## src/rtl/tx_arbiter_if.sv

```systemverilog
// +------------------------------------------------------------------+
// | tx_arbiter_if : requester / transmitter bundle for tx_arbiter    |
// | Rev 1.0                                                          |
// +------------------------------------------------------------------+
`timescale 1ns/1ps
`default_nettype none

interface tx_arbiter_if #(
  parameter int N_REQ = 4
) ();
  localparam int GW = $clog2(N_REQ);

  logic [N_REQ-1:0]   req_valid;
  logic [8*N_REQ-1:0] req_data;
  logic [N_REQ-1:0]   req_last;
  logic [N_REQ-1:0]   req_ready;
  logic               output_busy;
  logic               output_en;
  logic [7:0]         output_data;
  logic               grant_active;
  logic [GW-1:0]      grant_id;
  logic               stall_abort;

  // master: requesters plus the transmitter's busy flag
  modport master (
    output req_valid, req_data, req_last, output_busy,
    input  req_ready, output_en, output_data, grant_active, grant_id, stall_abort
  );

  // slave: the arbiter itself
  modport slave (
    input  req_valid, req_data, req_last, output_busy,
    output req_ready, output_en, output_data, grant_active, grant_id, stall_abort
  );
endinterface

`default_nettype wire

```

## src/rtl/tx_arbiter.sv

```systemverilog
// +------------------------------------------------------------------+
// | tx_arbiter : round-robin, message-granular byte port arbiter     |
// | Rev 1.0                                                          |
// +------------------------------------------------------------------+
`timescale 1ns/1ps
`default_nettype none

module tx_arbiter #(
  parameter int N_REQ       = 4,
  parameter int STALL_LIMIT = 1024
) (
  input  logic        clk,
  input  logic        rst,
  tx_arbiter_if.slave bus
);
  localparam int          GW            = $clog2(N_REQ);
  localparam logic [15:0] STALL_LIMIT_W = 16'(STALL_LIMIT);
  localparam bit          WDOG_EN       = (STALL_LIMIT != 0);

  typedef enum logic [1:0] {
    S_IDLE  = 2'd0,
    S_SEND  = 2'd1,
    S_DRAIN = 2'd2
  } state_t;

  state_t        state_q, state_d;
  logic [GW-1:0] rr_ptr_q, rr_ptr_d;
  logic [GW-1:0] grant_id_q, grant_id_d;
  logic          grant_active_q, grant_active_d;
  logic          output_en_q, output_en_d;
  logic [7:0]    output_data_q, output_data_d;
  logic          stall_abort_q, stall_abort_d;
  logic [15:0]   stall_cnt_q, stall_cnt_d;

  logic             hold_free;
  logic [N_REQ-1:0] req_ready;
  logic             pick_found;
  logic [GW-1:0]    pick_idx;
  logic             g_valid;
  logic             g_last;
  logic [7:0]       g_data;

  function automatic logic [GW-1:0] wrap_inc(input logic [GW-1:0] base, input int unsigned off);
    int unsigned s;
    s = 32'(base) + off;
    if (s >= 32'(N_REQ)) s = s - 32'(N_REQ);
    return s[GW-1:0];
  endfunction

  assign hold_free = !output_en_q || !bus.output_busy;
  assign g_valid   = bus.req_valid[grant_id_q];
  assign g_last    = bus.req_last[grant_id_q];
  assign g_data    = bus.req_data[{grant_id_q, 3'b000} +: 8];

  // First valid requester at or after rr_ptr, wrapping around.
  always_comb begin
    pick_found = 1'b0;
    pick_idx   = '0;
    for (int unsigned i = 0; i < 32'(N_REQ); i++) begin
      if (!pick_found && bus.req_valid[wrap_inc(rr_ptr_q, i)]) begin
        pick_found = 1'b1;
        pick_idx   = wrap_inc(rr_ptr_q, i);
      end
    end
  end

  // Ready never looks at req_valid, so requesters may derive valid from ready.
  always_comb begin
    req_ready = '0;
    if (state_q == S_SEND) req_ready[grant_id_q] = hold_free;
  end

  always_comb begin
    state_d        = state_q;
    rr_ptr_d       = rr_ptr_q;
    grant_id_d     = grant_id_q;
    grant_active_d = grant_active_q;
    output_en_d    = output_en_q;
    output_data_d  = output_data_q;
    stall_abort_d  = 1'b0;
    stall_cnt_d    = stall_cnt_q;

    if (output_en_q && !bus.output_busy) output_en_d = 1'b0;

    case (state_q)
      S_IDLE: begin
        if (pick_found) begin
          grant_id_d     = pick_idx;
          grant_active_d = 1'b1;
          rr_ptr_d       = wrap_inc(pick_idx, 1);
          stall_cnt_d    = '0;
          state_d        = S_SEND;
        end
      end
      S_SEND: begin
        if (g_valid && hold_free) begin
          output_data_d = g_data;
          output_en_d   = 1'b1;
          stall_cnt_d   = '0;
          if (g_last) state_d = S_DRAIN;
        end else if (hold_free) begin
          // Starved: port offered but owner has nothing; counter saturates.
          if (stall_cnt_q != 16'hFFFF) begin
            stall_cnt_d = stall_cnt_q + 16'd1;
            if (WDOG_EN && stall_cnt_d == STALL_LIMIT_W) begin
              stall_abort_d = 1'b1;
              state_d       = S_DRAIN;
            end
          end
        end
      end
      S_DRAIN: begin
        if (hold_free) begin
          output_en_d    = 1'b0;
          grant_active_d = 1'b0;
          state_d        = S_IDLE;
        end
      end
      default: state_d = S_IDLE;
    endcase
  end

  always_ff @(posedge clk) begin
    if (rst) begin
      state_q        <= S_IDLE;
      rr_ptr_q       <= '0;
      grant_id_q     <= '0;
      grant_active_q <= 1'b0;
      output_en_q    <= 1'b0;
      output_data_q  <= 8'h00;
      stall_abort_q  <= 1'b0;
      stall_cnt_q    <= '0;
    end else begin
      state_q        <= state_d;
      rr_ptr_q       <= rr_ptr_d;
      grant_id_q     <= grant_id_d;
      grant_active_q <= grant_active_d;
      output_en_q    <= output_en_d;
      output_data_q  <= output_data_d;
      stall_abort_q  <= stall_abort_d;
      stall_cnt_q    <= stall_cnt_d;
    end
  end

  assign bus.req_ready    = req_ready;
  assign bus.output_en    = output_en_q;
  assign bus.output_data  = output_data_q;
  assign bus.grant_active = grant_active_q;
  assign bus.grant_id     = grant_id_q;
  assign bus.stall_abort  = stall_abort_q;

endmodule

`default_nettype wire

```

## src/flat_wrapper.sv

```systemverilog
// flat-port wrapper written by rule: the top's interface ports become plain ports
module tx_arbiter_flat 
#(
  parameter int N_REQ       = 4,
  parameter int STALL_LIMIT = 1024
)
  (clk, rst, bus_req_valid, bus_req_data, bus_req_last, bus_output_busy, bus_req_ready, bus_output_en, bus_output_data, bus_grant_active, bus_grant_id, bus_stall_abort);
  tx_arbiter_if #(.N_REQ(N_REQ)) bus_i ();
  input  logic clk;
  input  logic rst;
  input wire logic [$bits(bus_i.req_valid)-1:0] bus_req_valid;
  input wire logic [$bits(bus_i.req_data)-1:0] bus_req_data;
  input wire logic [$bits(bus_i.req_last)-1:0] bus_req_last;
  input wire logic [$bits(bus_i.output_busy)-1:0] bus_output_busy;
  output wire logic [$bits(bus_i.req_ready)-1:0] bus_req_ready;
  output wire logic [$bits(bus_i.output_en)-1:0] bus_output_en;
  output wire logic [$bits(bus_i.output_data)-1:0] bus_output_data;
  output wire logic [$bits(bus_i.grant_active)-1:0] bus_grant_active;
  output wire logic [$bits(bus_i.grant_id)-1:0] bus_grant_id;
  output wire logic [$bits(bus_i.stall_abort)-1:0] bus_stall_abort;
  assign bus_i.req_valid = bus_req_valid;
  assign bus_i.req_data = bus_req_data;
  assign bus_i.req_last = bus_req_last;
  assign bus_i.output_busy = bus_output_busy;
  assign bus_req_ready = bus_i.req_ready;
  assign bus_output_en = bus_i.output_en;
  assign bus_output_data = bus_i.output_data;
  assign bus_grant_active = bus_i.grant_active;
  assign bus_grant_id = bus_i.grant_id;
  assign bus_stall_abort = bus_i.stall_abort;
  tx_arbiter #(.N_REQ(N_REQ), .STALL_LIMIT(STALL_LIMIT)) u_core (.clk(clk), .rst(rst), .bus(bus_i));
endmodule
```

## config.mk

```make
export PLATFORM = sky130hd
export DESIGN_NAME = tx_arbiter_flat
export DESIGN_NICKNAME = d
export VERILOG_FILES = /design/src/rtl/tx_arbiter_if.sv /design/src/rtl/tx_arbiter.sv /design/src/flat_wrapper.sv
export SDC_FILE = /design/constraint.sdc
export NUM_CORES = 1
export LEC_CHECK = 0
export ABC_AREA = 1
export CORE_UTILIZATION = 54
export DETAILED_ROUTE_END_ITERATION = 8
export HOLD_SLACK_MARGIN = 0.15
export PLACE_DENSITY = 0.86
export SLEW_MARGIN = 10
export SYNTH_ARGS = -nofsm -noshare
export SYNTH_HDL_FRONTEND = slang
export SYNTH_SLANG_ARGS = --single-unit
```

## constraint.sdc

```tcl
create_clock -name clk -period 4.7 [get_ports clk]
set_clock_uncertainty 0.15 [all_clocks]
set_input_delay 0.94 -clock clk [delete_from_list [all_inputs] [get_ports clk]]
set_output_delay 0.94 -clock clk [all_outputs]
set_load 0.005 [all_outputs]
```

======== Word level (Yosys, flattened, before mapping) ========
Index checks and enable logic that the tools add are counted.
Widths: inputs -> output; s select.
storage, ports and cells
  register bits ........................... 33
  latch bits .............................. 0
  memory bits (writable) .................. 0
  memory bits (read-only) ................. 0
  input bits .............................. 43
  output and inout port bits .............. 17
  logic and storage cells ................. 114
  memories ................................ 0
cells by class
  $add $sub $neg .......................... 10
  multiply operators ...................... 0
  divide/modulo/power cells ............... 0
  $lt $le $gt $ge ......................... 11
  eq/ne operators ......................... 10
  shifts and indexed selects .............. 1
  muxes and demuxes ....................... 49
  bitwise gates (word level) .............. 4
  reduce and logical (&&, ||, !) cells .... 21
operators by type and width
  kind                   number
  $mux 16                4
  $mux 2                 16
  $pmux 16 s2            1
  $shiftx 32x6->8        1
  $mux 1                 17
  $add 16x1->16 const B  1
  $eq 16x11->1 const B   1
  $ne 16x16->1 const B   1
  $lt 2x3->1 const B     5
  $bmux 1 s2             6
  $ge 3x3->1 const B     4
  $sub 2x1->2 const B    5
  $add 2x1->3 const B    2
  $add 2x2->3 const B    2
  $logic_and 1x1->1      6
  $ne 3x2->1 const B     2
  $ne 3x3->1 const B     2
  $pmux 2 s3             1
  $reduce_and 6->1       1
  $logic_not 1->1        5
  $reduce_or 5->1        1
  $and 4x4->4            1
  $mux 4                 1
  $ne 2x1->1 const B     2
  13 further kinds       18

======== Longest topological paths before layout ========
Gate-level depths: netlist of the first run.
  depth in word-level cells ............... 17
  gate-level depth with buffers ........... 15
  mapped depth without buffers ............ 15

======== Worst setup path before layout of the first run ========
No wires, ideal clock.
  kind .................................... input to output
  start ................................... input port bus_output_busy
  end ..................................... output port bus_req_ready[0]
  data arrival time ....................... 1516 ps
  data required time ...................... 3610 ps
  path slack .............................. 2094 ps
  cell stages on the path ................. 5
  buffers on the path ..................... 0
  cell sequence ........................... nand2_1 inv_1 nor2_1 inv_1 nor3_1
between the ends
  word-level cells in the longest chain between the ends .. 4
RTL lines
  what                   RTL line            source
  from (decl)            flat_wrapper.sv:14  input wire logic [$bits(bus_i.output_busy)-1:0] bus_output_busy;
  $logic_not 1->1        tx_arbiter.sv:50    assign hold_free = !output_en_q || !bus.output_busy;
  $logic_or 1x1->1       tx_arbiter.sv:50
  $and 4x4->4 (no line)  n/a
  $mux 4                 tx_arbiter.sv:70    if (state_q == S_SEND) req_ready[grant_id_q] = hold_free;
  to (decl)              flat_wrapper.sv:15  output wire logic [$bits(bus_i.req_ready)-1:0] bus_req_ready;
No other way between the ends.

======== Worst setup path in the final report of the first run ========
Ends and elaborated chain as after synthesis.

==> impl_metrics.py, run 1 <==
metrics = {
    "global_route": {
        "overflow": 0,
        "grt_max_degree": 32,
        "first_global_vias": 2592,
        "grt_pass1_wl_um": 10900,
        "antenna_found_initial": 0,
        "track_usage_pct": 27.3,
    },
    "worst_setup_path": {
        "critPathMaxStageDelay_ps": 530,
        "slowest_stage": "clkdlybuf4s50_1",
        "crit_path_cell_trace": "clkdlybuf4s50_1 -> nand2_1 -> inv_1 -> nor2_1 -> inv_1 -> nor3_1 -> clkdlybuf4s50_1",
        "path_max_fanout": 5,
        "cp-end-kind": "output pin",
        "crit_arrival_ps": 2490,
        "crit_path_start_kind": "primary input",
        "critPathKind": "primary input to output pin",
        "worstPathRequired_ps": 3610,
    },
    "timing": {
        "worst_slack_ps": 1120,
        "maxSlewHeadroom_pct": 45.9,
        "setup_tns_ps": 0,
        "setup_viol": 0,
        "period_share_pct": 76.2,
        "fin_crit_ps": 3580,
        "fmax_mhz": 279,
        "slew_viol_final": 0,
        "hold_ws_ps": 346,
        "finalHoldViolations": 0,
        "rsz0062_at_grt": "false",
        "tightest_slew_ps": 808,
    },
    "finish": {
        "syn_to_final_growth_pct": 27.4,
        "instances_no_fill": 506,
        "finalCoreUtilization_pct": 71.5,
        "stdcell_area_mm2": 0.00311,
        "antenna_cells": 0,
        "nFillCells": 380,
        "nets": 501,
        "drive_above_1_share_pct": 7.93,
    },
    "worst_hold_path": {
        "hold_path_class": "flip-flop to flip-flop",
    },
    "logic_synthesis": {
        "synth_cells": 399,
        "postSynthAreaPerCell_um2": 6.12,
        "synth-edff-count": 0,
        "async_flop_share_pct": 0,
        "synthTopCellsByCount": "124 x nand2_1, 48 x nor2_1, 41 x inv_1, 33 x dfxtp_1, 31 x nand3_1",
        "netlist_top_cells_area": "dfxtp_1 27%, nand2_1 19%, nor2_1 7.4%",
        "ys_types": 30,
        "ys_seq_elements": 33,
        "syn_nets": 447,
        "yosysMostFrequentCell": "nand2_1",
        "netlist_area_mm2": 0.00244,
        "synth.top_cell.area_share_pct": 27.0,
        "synth_top_area_cell": "dfxtp_1",
        "yosys_warnings": 0,
        "synthFlopType": "dfxtp_1",
        "seq_area_frac_synth_pct": 27.0,
    },
    "clock_network": {
        "cts_htree_levels": 2,
        "cts_buffer_depth": 2,
        "cts_inserted_buffers": 5,
        "cts_tree": "done",
        "clock-sinks": 33,
        "postCtsHoldBufs": 0,
        "cts.clk_slew.worst_paths_ps": 70,
        "cts-root-buf": "clkbuf_8",
        "cts_resized": 0,
        "cts_setup_buffers": 0,
        "insertion_delay_ps": 280,
    },
    "detailed_routing": {
        "drtAntennaViolNets": 0,
        "drt-total-wl_um": 6330,
        "drt_first_pass_iters": 4,
        "vias": 2731,
        "routedWlPerCell_um": 12.5,
        "via_per_inst": 5.40,
        "drt_iter0_markers": 176,
        "post-route-drc-count": 0,
    },
    "floorplanning": {
        "rows": 24,
        "dieArea_mm2": 0.00480,
        "num_io_pins": 60,
        "coreArea_mm2": 0.00435,
        "die_w_um": 69.3,
        "fp.dieH_um": 69.3,
        "start_util_pct": 56.1,
    },
    "outcome": {
        "status": "completed",
    },
    "placed_design": {
        "gp_congestion": 0.897,
        "dpl_worst_slack_ps": 1140,
        "dpl.cell_count": 498,
        "hpwl_um": 4790,
        "port_buffers": 59,
        "place_area_mm2": 0.00301,
    },
    "power": {
        "power_density_mw_per_mm2": 607,
        "p_leak_nw": 1.33,
        "power_mw": 1.89,
        "peakVddDrop_v": 0.000393,
    },
    "job": {
        "maxCapViolCount": 0,
    },
}
logic make-up (layout without fill, tap and decap cells):
group | after synthesis | count (layout) | synth area share (%)
and+or+nand+nor | 227 | 227 | 39.7
xor gates and xnor gates | 3 | 3 | 1.38
buffers and inverters | 60 | 115 | 10.9
adders and majority gates | 5 | 5 | 2.56
DFF | 33 | 33 | 27.0
AOI/OAI and AO/OA | 71 | 71 | 18.4
sequential cells by signal, indices dropped and copies added (netlist names):
| register | cells |
|---|---|
| u_core.stall_cnt_q | 16 |
| u_core.bus.stall_abort | 1 |
| u_core.bus.grant_active | 1 |
| u_core.state_q | 2 |
| u_core.bus.grant_id | 2 |
| u_core.bus.output_en | 1 |
| u_core.rr_ptr_q | 2 |
| u_core.bus.output_data | 8 |
worst max-delay path: cells and delay by family:
family                 cells  cell delay (ps)
AND/OR/NAND/NOR            3              440
buffers and inverters      4             1100
cell type report:
class	instances	area, um^2	area share, %
Clock buffer	7	96.3	3.09
Clock inverter	1	5.00	0.161
Inverter	48	180	5.79
Timing Repair Buffer	59	591	19.0
Sequential cell	33	661	21.2
Multi-Input combinational cell	306	1520	48.7
Tap cell	52	65.1	2.09
per-layer routing:
metal | up-vias | routed length (um) | global-route usage (%)
met3 | 11 | 438 | 6.10
met2 | 95 | 3060 | 48.1
met5 | - | 0 | 0
met1 | 1217 | 2730 | 32.2
li1 | 1408 | - | -
met4 | 0 | 109 | 9.75
where the power goes:
part / switching, mW / total [mW] / leakage [nW] / internal (mW)
clock: 0.105 / 0.237 / 0.0542 / 0.132
sequential: 0.128 / 0.527 / 0.271 / 0.399
combinational: 0.691 / 1.12 / 1.01 / 0.434
total: 0.924 / 1.89 / 1.33 / 0.965
cells in the final DEF (no fill, tap or decap):
| cell type | n |
|---|---|
| a21oi_4 | 1 |
| xor2_1 | 1 |
| nand2_2 | 3 |
| nand4_4 | 1 |
| nand4_1 | 9 |
| o211ai_4 | 1 |
| o211ai_1 | 1 |
| ha_1 | 5 |
| xor2_2 | 1 |
| nor2_2 | 5 |
| nand2_1 | 124 |
| inv_1 | 41 |
| o21ai_2 | 5 |
| xnor2_1 | 1 |
| nor2_4 | 2 |
| clkbuf_8 | 7 |
| nor3_1 | 4 |
| a21oi_1 | 23 |
| nor2_1 | 48 |
| clkdlybuf4s50_1 | 59 |
| a22oi_2 | 1 |
| a221oi_1 | 9 |
| nand3_1 | 31 |
| o21ai_1 | 16 |
| inv_2 | 7 |
| a21oi_2 | 1 |
| o21ai_0 | 13 |
| dfxtp_1 | 33 |
| clkinv_2 | 1 |
worst paths after layout:
path                                           endpoint               startpoint  cells after the start  slack, ps
worst min-delay path            u_core.bus.grant_active  u_core.bus.grant_active                      2        350
worst max register to register   u_core.stall_cnt_q[15]   u_core.bus.grant_id[0]                      9       2060
worst max-delay path                   bus_req_ready[0]          bus_output_busy                      7       1120
worst min register to register  u_core.bus.grant_active  u_core.bus.grant_active                      2        350
Power figures use the tool's default switching activity.
==> run 2, diff against run 1 <==
--- a/config.mk
+++ b/config.mk
@@ -6,10 +6,10 @@
 export NUM_CORES = 1
 export LEC_CHECK = 0
 export ABC_AREA = 1
-export CORE_UTILIZATION = 54
+export CORE_UTILIZATION = 45
 export DETAILED_ROUTE_END_ITERATION = 8
 export HOLD_SLACK_MARGIN = 0.15
-export PLACE_DENSITY = 0.86
+export PLACE_DENSITY = 0.77
 export SLEW_MARGIN = 10
 export SYNTH_ARGS = -nofsm -noshare
 export SYNTH_HDL_FRONTEND = slang
==> constraint.sdc (replaced) <==
create_clock -name clk -period 3.17 [get_ports clk]
set_clock_uncertainty 0.15 [all_clocks]
set_input_delay 0.634 -clock clk [delete_from_list [all_inputs] [get_ports clk]]
set_output_delay 0.634 -clock clk [all_outputs]
set_load 0.005 [all_outputs]
==> run 2 against run 1 <==
Effect of this change: clock power grew 29%; power is 46% higher; sequential share of layout area down 0.16 points; first-iteration DRC count is 23% lower; setup slack worse by 780 ps; routed wire length is 0.93% lower; largest cell class unchanged; largest power group unchanged.
==> impl_metrics.py, run 2 (synthesis results as in run 1) <==
metrics = {
    "outcome": {
        "status": "completed",
    },
    "finish": {
        "syn_to_final_growth_pct": 28.4,
        "final_common_cell": "nand2_1",
        "multi_input_area_mm2": 0.00152,
        "drive_above_1_share_pct": 7.88,
        "instances_no_fill": 527,
        "stdcell_area_mm2": 0.00314,
        "nFillCells": 504,
        "mostFrequentLayoutCells": "124 x nand2_1, 59 x clkdlybuf4s50_1, 48 x nor2_1, 41 x inv_1, 33 x dfxtp_1",
        "largest_reg_flops": 16,
        "regMostFlops": "u_core.stall_cnt_q",
        "antenna_cells": 0,
        "regArea_um2": 661,
        "finalCoreUtilization_pct": 60.7,
        "nets": 504,
    },
    "global_route": {
        "antenna_found_initial": 0,
        "track_usage_pct": 23.9,
        "grt_pass1_wl_um": 10300,
        "overflow": 0,
        "grt_max_degree": 32,
        "first_global_vias": 2422,
    },
    "worst_setup_path": {
        "startpoint": "bus_output_busy",
        "worstPathRequired_ps": 2390,
        "r2r_slack_ps": 580,
        "r2r_cells": 9,
        "crit_arrival_ps": 2050,
        "reg2reg_to": "u_core.stall_cnt_q[15]",
        "crit_end": "bus_req_ready[2]",
        "critPathKind": "primary input to output pin",
        "cp-end-kind": "output pin",
        "path_max_fanout": 4,
        "r2r-start": "u_core.bus.grant_id[0]",
        "crit_path_start_kind": "primary input",
    },
    "floorplanning": {
        "fp.dieH_um": 75.7,
        "rows": 26,
        "die_w_um": 75.7,
        "start_util_pct": 47.2,
        "coreArea_mm2": 0.00517,
        "num_io_pins": 60,
        "dieArea_mm2": 0.00573,
    },
    "placed_design": {
        "port_buffers": 59,
        "dpl_worst_slack_ps": 333,
        "hpwl_um": 4830,
        "gp_congestion": 0.900,
        "dpl.cell_count": 519,
        "place_area_mm2": 0.00306,
    },
    "worst_hold_path": {
        "hold_path_class": "flip-flop to flip-flop",
        "min-delay-start": "u_core.bus.grant_active",
    },
    "timing": {
        "setup_viol": 0,
        "period_share_pct": 89.4,
        "finalHoldViolations": 0,
        "tightest_slew_ps": 818,
        "rsz0062_at_grt": "false",
        "hold_ws_ps": 321,
        "fmax_mhz": 353,
        "fin_crit_ps": 2830,
        "maxSlewHeadroom_pct": 45.2,
        "worst_slack_ps": 337,
        "setup_tns_ps": 0,
        "slew_viol_final": 0,
    },
    "clock_network": {
        "cts_tree": "done",
        "cts_htree_levels": 2,
        "cts_inserted_buffers": 5,
        "insertion_delay_ps": 290,
        "cts.clk_slew.worst_paths_ps": 60,
        "cts_setup_buffers": 0,
        "clock-sinks": 33,
        "cts-root-buf": "clkbuf_8",
        "cts_resized": 0,
        "postCtsHoldBufs": 0,
        "cts_buffer_depth": 2,
    },
    "power": {
        "peakVddDrop_v": 0.000376,
        "power_density_mw_per_mm2": 881,
        "power_mw": 2.76,
        "p_leak_nw": 1.33,
    },
    "detailed_routing": {
        "via_per_inst": 5.14,
        "drt_first_pass_iters": 5,
        "drtAntennaViolNets": 0,
        "drt_iter0_markers": 136,
        "vias": 2708,
        "drt-total-wl_um": 6270,
        "routedWlPerCell_um": 11.9,
        "post-route-drc-count": 0,
    },
    "job": {
        "maxCapViolCount": 0,
    },
}
==> run 2: area by class of cell <==
class / instances / area share (%)
multi-input combinational: 306 / 48.3
timing repair buffer: 62 / 19.5
inverter: 48 / 5.74
tap: 70 / 2.79
clock buffer: 8 / 2.55
sequential: 33 / 21.1
==> run 2: per-layer routing <==
metal | part of all wire, % | GRT usage (%) | up-vias
met1 | 46 | 27.9 | 1225
met3 | 5.4 | 7.54 | 13
met4 | 2.1 | 9.05 | 0
met2 | 47 | 40.9 | 63
li1 | - | - | 1407
met5 | 0 | 0 | -
==> run 2: where the power goes <==
part           switching, mW  internal, mW  total (mW)  leakage (nW)
Combinational           1.02         0.651        1.67          1.02
Sequential             0.192         0.592       0.784         0.271
Clock                  0.150         0.156       0.306        0.0395
==> run 2: worst max-delay path, stage by stage <==
cell             delay [ps]
clkdlybuf4s50_1         390
nand2_1                  70
inv_1                    50
nor2_1                  120
inv_1                   100
nor3_1                  150
clkdlybuf4s50_1         530
==> run 2: worst min-delay path by stage <==
stage,depth (start not counted),slack (ps),to
6_report,2,320,u_core.bus.grant_active
5_1_grt,2,340,u_core.bus.grant_active
4_1_cts,2,330,u_core.bus.grant_active
3_5_place_dp,2,320,u_core.bus.grant_active
3_3_place_gp,2,310,u_core.bus.grant_active
2_1_floorplan,2,310,u_core.bus.grant_active
==> run 3, diff against run 2 <==
--- a/config.mk
+++ b/config.mk
@@ -6,10 +6,12 @@
 export NUM_CORES = 1
 export LEC_CHECK = 0
 export ABC_AREA = 1
-export CORE_UTILIZATION = 45
+export CORE_UTILIZATION = 58
 export DETAILED_ROUTE_END_ITERATION = 8
+export DONT_BUFFER_PORTS = 1
 export HOLD_SLACK_MARGIN = 0.15
-export PLACE_DENSITY = 0.77
+export PLACE_DENSITY = 0.76
+export REMOVE_ABC_BUFFERS = 1
 export SLEW_MARGIN = 10
 export SYNTH_ARGS = -nofsm -noshare
 export SYNTH_HDL_FRONTEND = slang
==> run 3 against run 2 <==
Effect of this change: power decreased by 5.9%; sequential power up 0.8%; clock-buffer cell count decreased by 1; sequential share of layout area up 5.2 points; largest power group unchanged; clock power rose by 7.2%; critical path type is now flip-flop to flip-flop.
==> impl_metrics.py, run 3 (synthesis results as in run 1) <==
metrics = {
    "global_route": {
        "antenna_found_initial": 0,
        "overflow": 0,
        "track_usage_pct": 27.4,
        "first_global_vias": 2235,
        "grt_pass1_wl_um": 9380,
        "grt_max_degree": 32,
    },
    "timing": {
        "rsz0062_at_grt": "false",
        "slew_viol_final": 0,
        "maxSlewHeadroom_pct": 48.1,
        "worst_slack_ps": 705,
        "finalHoldViolations": 0,
        "period_share_pct": 77.8,
        "setup_tns_ps": 0,
        "fin_crit_ps": 2470,
        "setup_viol": 0,
        "fmax_mhz": 406,
        "tightest_slew_ps": 774,
    },
    "finish": {
        "antenna_cells": 0,
        "final_common_cell": "nand2_1",
        "mostFrequentLayoutCells": "124 x nand2_1, 48 x nor2_1, 41 x inv_1, 33 x dfxtp_1, 31 x nand3_1",
        "nFillCells": 384,
        "largest_reg_flops": 16,
        "drive_above_1_share_pct": 8.86,
        "regMostFlops": "u_core.stall_cnt_q",
        "stdcell_area_mm2": 0.00251,
        "syn_to_final_growth_pct": 2.87,
        "nets": 443,
    },
    "worst_hold_path": {
        "hold_path_class": "primary input to flip-flop",
    },
    "power": {
        "swShare_pct": 51.1,
        "peakVddDrop_v": 0.000530,
        "seq_power_share_pct": 30.4,
        "power_density_mw_per_mm2": 1030,
        "pwr-share-clk_pct": 12.6,
        "netSwitchingPower_mw": 1.33,
        "power_mw": 2.60,
        "pwr-share-comb_pct": 57.0,
        "p_leak_nw": 1.10,
        "intPower_mw": 1.27,
    },
    "worst_setup_path": {
        "cp-end-kind": "flip-flop",
        "startpoint": "u_core.bus.grant_id[0]",
        "path_max_fanout": 31,
        "r2r-start": "u_core.bus.grant_id[0]",
        "reg2reg_to": "u_core.stall_cnt_q[1]",
        "crit_end": "u_core.stall_cnt_q[1]",
        "critPathKind": "flip-flop to flip-flop",
        "crit_path_start_kind": "flip-flop",
        "r2r_cells": 10,
        "r2r_slack_ps": 700,
        "crit_arrival_ps": 2540,
        "worstPathRequired_ps": 3250,
    },
    "floorplanning": {
        "start_util_pct": 60.7,
        "coreArea_mm2": 0.00403,
        "dieArea_mm2": 0.00448,
        "fp.dieH_um": 66.9,
        "die_w_um": 66.9,
        "rows": 23,
        "num_io_pins": 60,
    },
    "placed_design": {
        "port_buffers": 0,
        "hpwl_um": 4200,
        "dpl_worst_slack_ps": 726,
        "gp_congestion": 0.900,
        "place_area_mm2": 0.00243,
    },
    "clock_network": {
        "cts_inserted_buffers": 5,
        "cts_setup_buffers": 0,
        "cts_resized": 0,
        "cts-root-buf": "clkbuf_8",
        "postCtsHoldBufs": 0,
        "insertion_delay_ps": 290,
        "cts.clk_slew.worst_paths_ps": 70,
        "clock-sinks": 33,
        "cts_htree_levels": 2,
        "cts_tree": "done",
        "cts_buffer_depth": 2,
    },
    "detailed_routing": {
        "post-route-drc-count": 0,
        "drt_iter0_markers": 167,
        "drt-total-wl_um": 5660,
        "drtAntennaViolNets": 0,
        "via_per_inst": 5.52,
        "vias": 2456,
        "drt_first_pass_iters": 4,
        "routedWlPerCell_um": 12.7,
    },
    "job": {
        "maxCapViolCount": 0,
    },
    "outcome": {
        "status": "completed",
    },
}
run 3: changes by cell type in the layout (fill, tap and decap cells not counted), sizes merged:
| cell | before | now |
|---|---|---|
| buf | 3 | 1 |
| clkdlybuf4s50 | 59 | 0 |
| clkbuf | 8 | 7 |
run 3: critical path, cell delays in order (launching register included):
cell	delay, ps
dfxtp_1	750
nor2_2	220
a21oi_2	200
nand2_2	90
a21oi_4	200
nand2_1	130
o211ai_4	340
inv_1	130
nand2_1	90
nand2_1	40
nor2_1	70
run 3: how the worst min path moves through the flow:
stage / from / end / slack, ps / depth (start not counted)
floorplan: u_core.bus.grant_active / u_core.bus.grant_active / 300 / 2
global placement: u_core.bus.grant_active / u_core.bus.grant_active / 320 / 2
detailed placement: u_core.bus.grant_active / u_core.bus.grant_active / 330 / 2
CTS: rst / u_core.stall_cnt_q[10] / 250 / 1
global route: rst / u_core.stall_cnt_q[15] / 250 / 1
finish: rst / u_core.stall_cnt_q[10] / 250 / 1
run 3: final cells by class:
cell class                 instances  area, um^2  area share [%]
clock buffer                       7        86.3            3.43
inverter                          48         180            7.17
multi-input combinational        306        1520            60.3
sequential                        33         661            26.3
tap                               50        62.6            2.49
timing repair buffer               1        7.51           0.299
run 3: power by group through the flow:
| stage | clock, mW | sequential [mW] | combinational (mW) |
|---|---|---|---|
| final | 0.328 | 0.790 | 1.48 |
| after global placement | 0 | 0.793 | 1.44 |
| after CTS | 0.333 | 0.788 | 1.48 |
| after detailed placement | 0 | 0.795 | 1.47 |
| after global routing | 0.347 | 0.814 | 1.73 |
| after floorplan | 0 | 0.745 | 1.22 |
run 3: metal layers:
layer	track usage [%]	vias up	wire length, um
li1	-	1291	-
met1	30.4	1082	2510
met2	49.4	69	2740
met3	5.99	14	267
met4	11.7	0	133
met5	0	-	0
run 3: metrics by stage:
step,utilization [%],hold slack [ps],cells
after CTS,62.4,251,445
after global placement,60.2,319,438
after floorplan,-,300,387
after global routing,62.4,248,445
after detailed placement,60.2,328,438
final,62.4,254,445
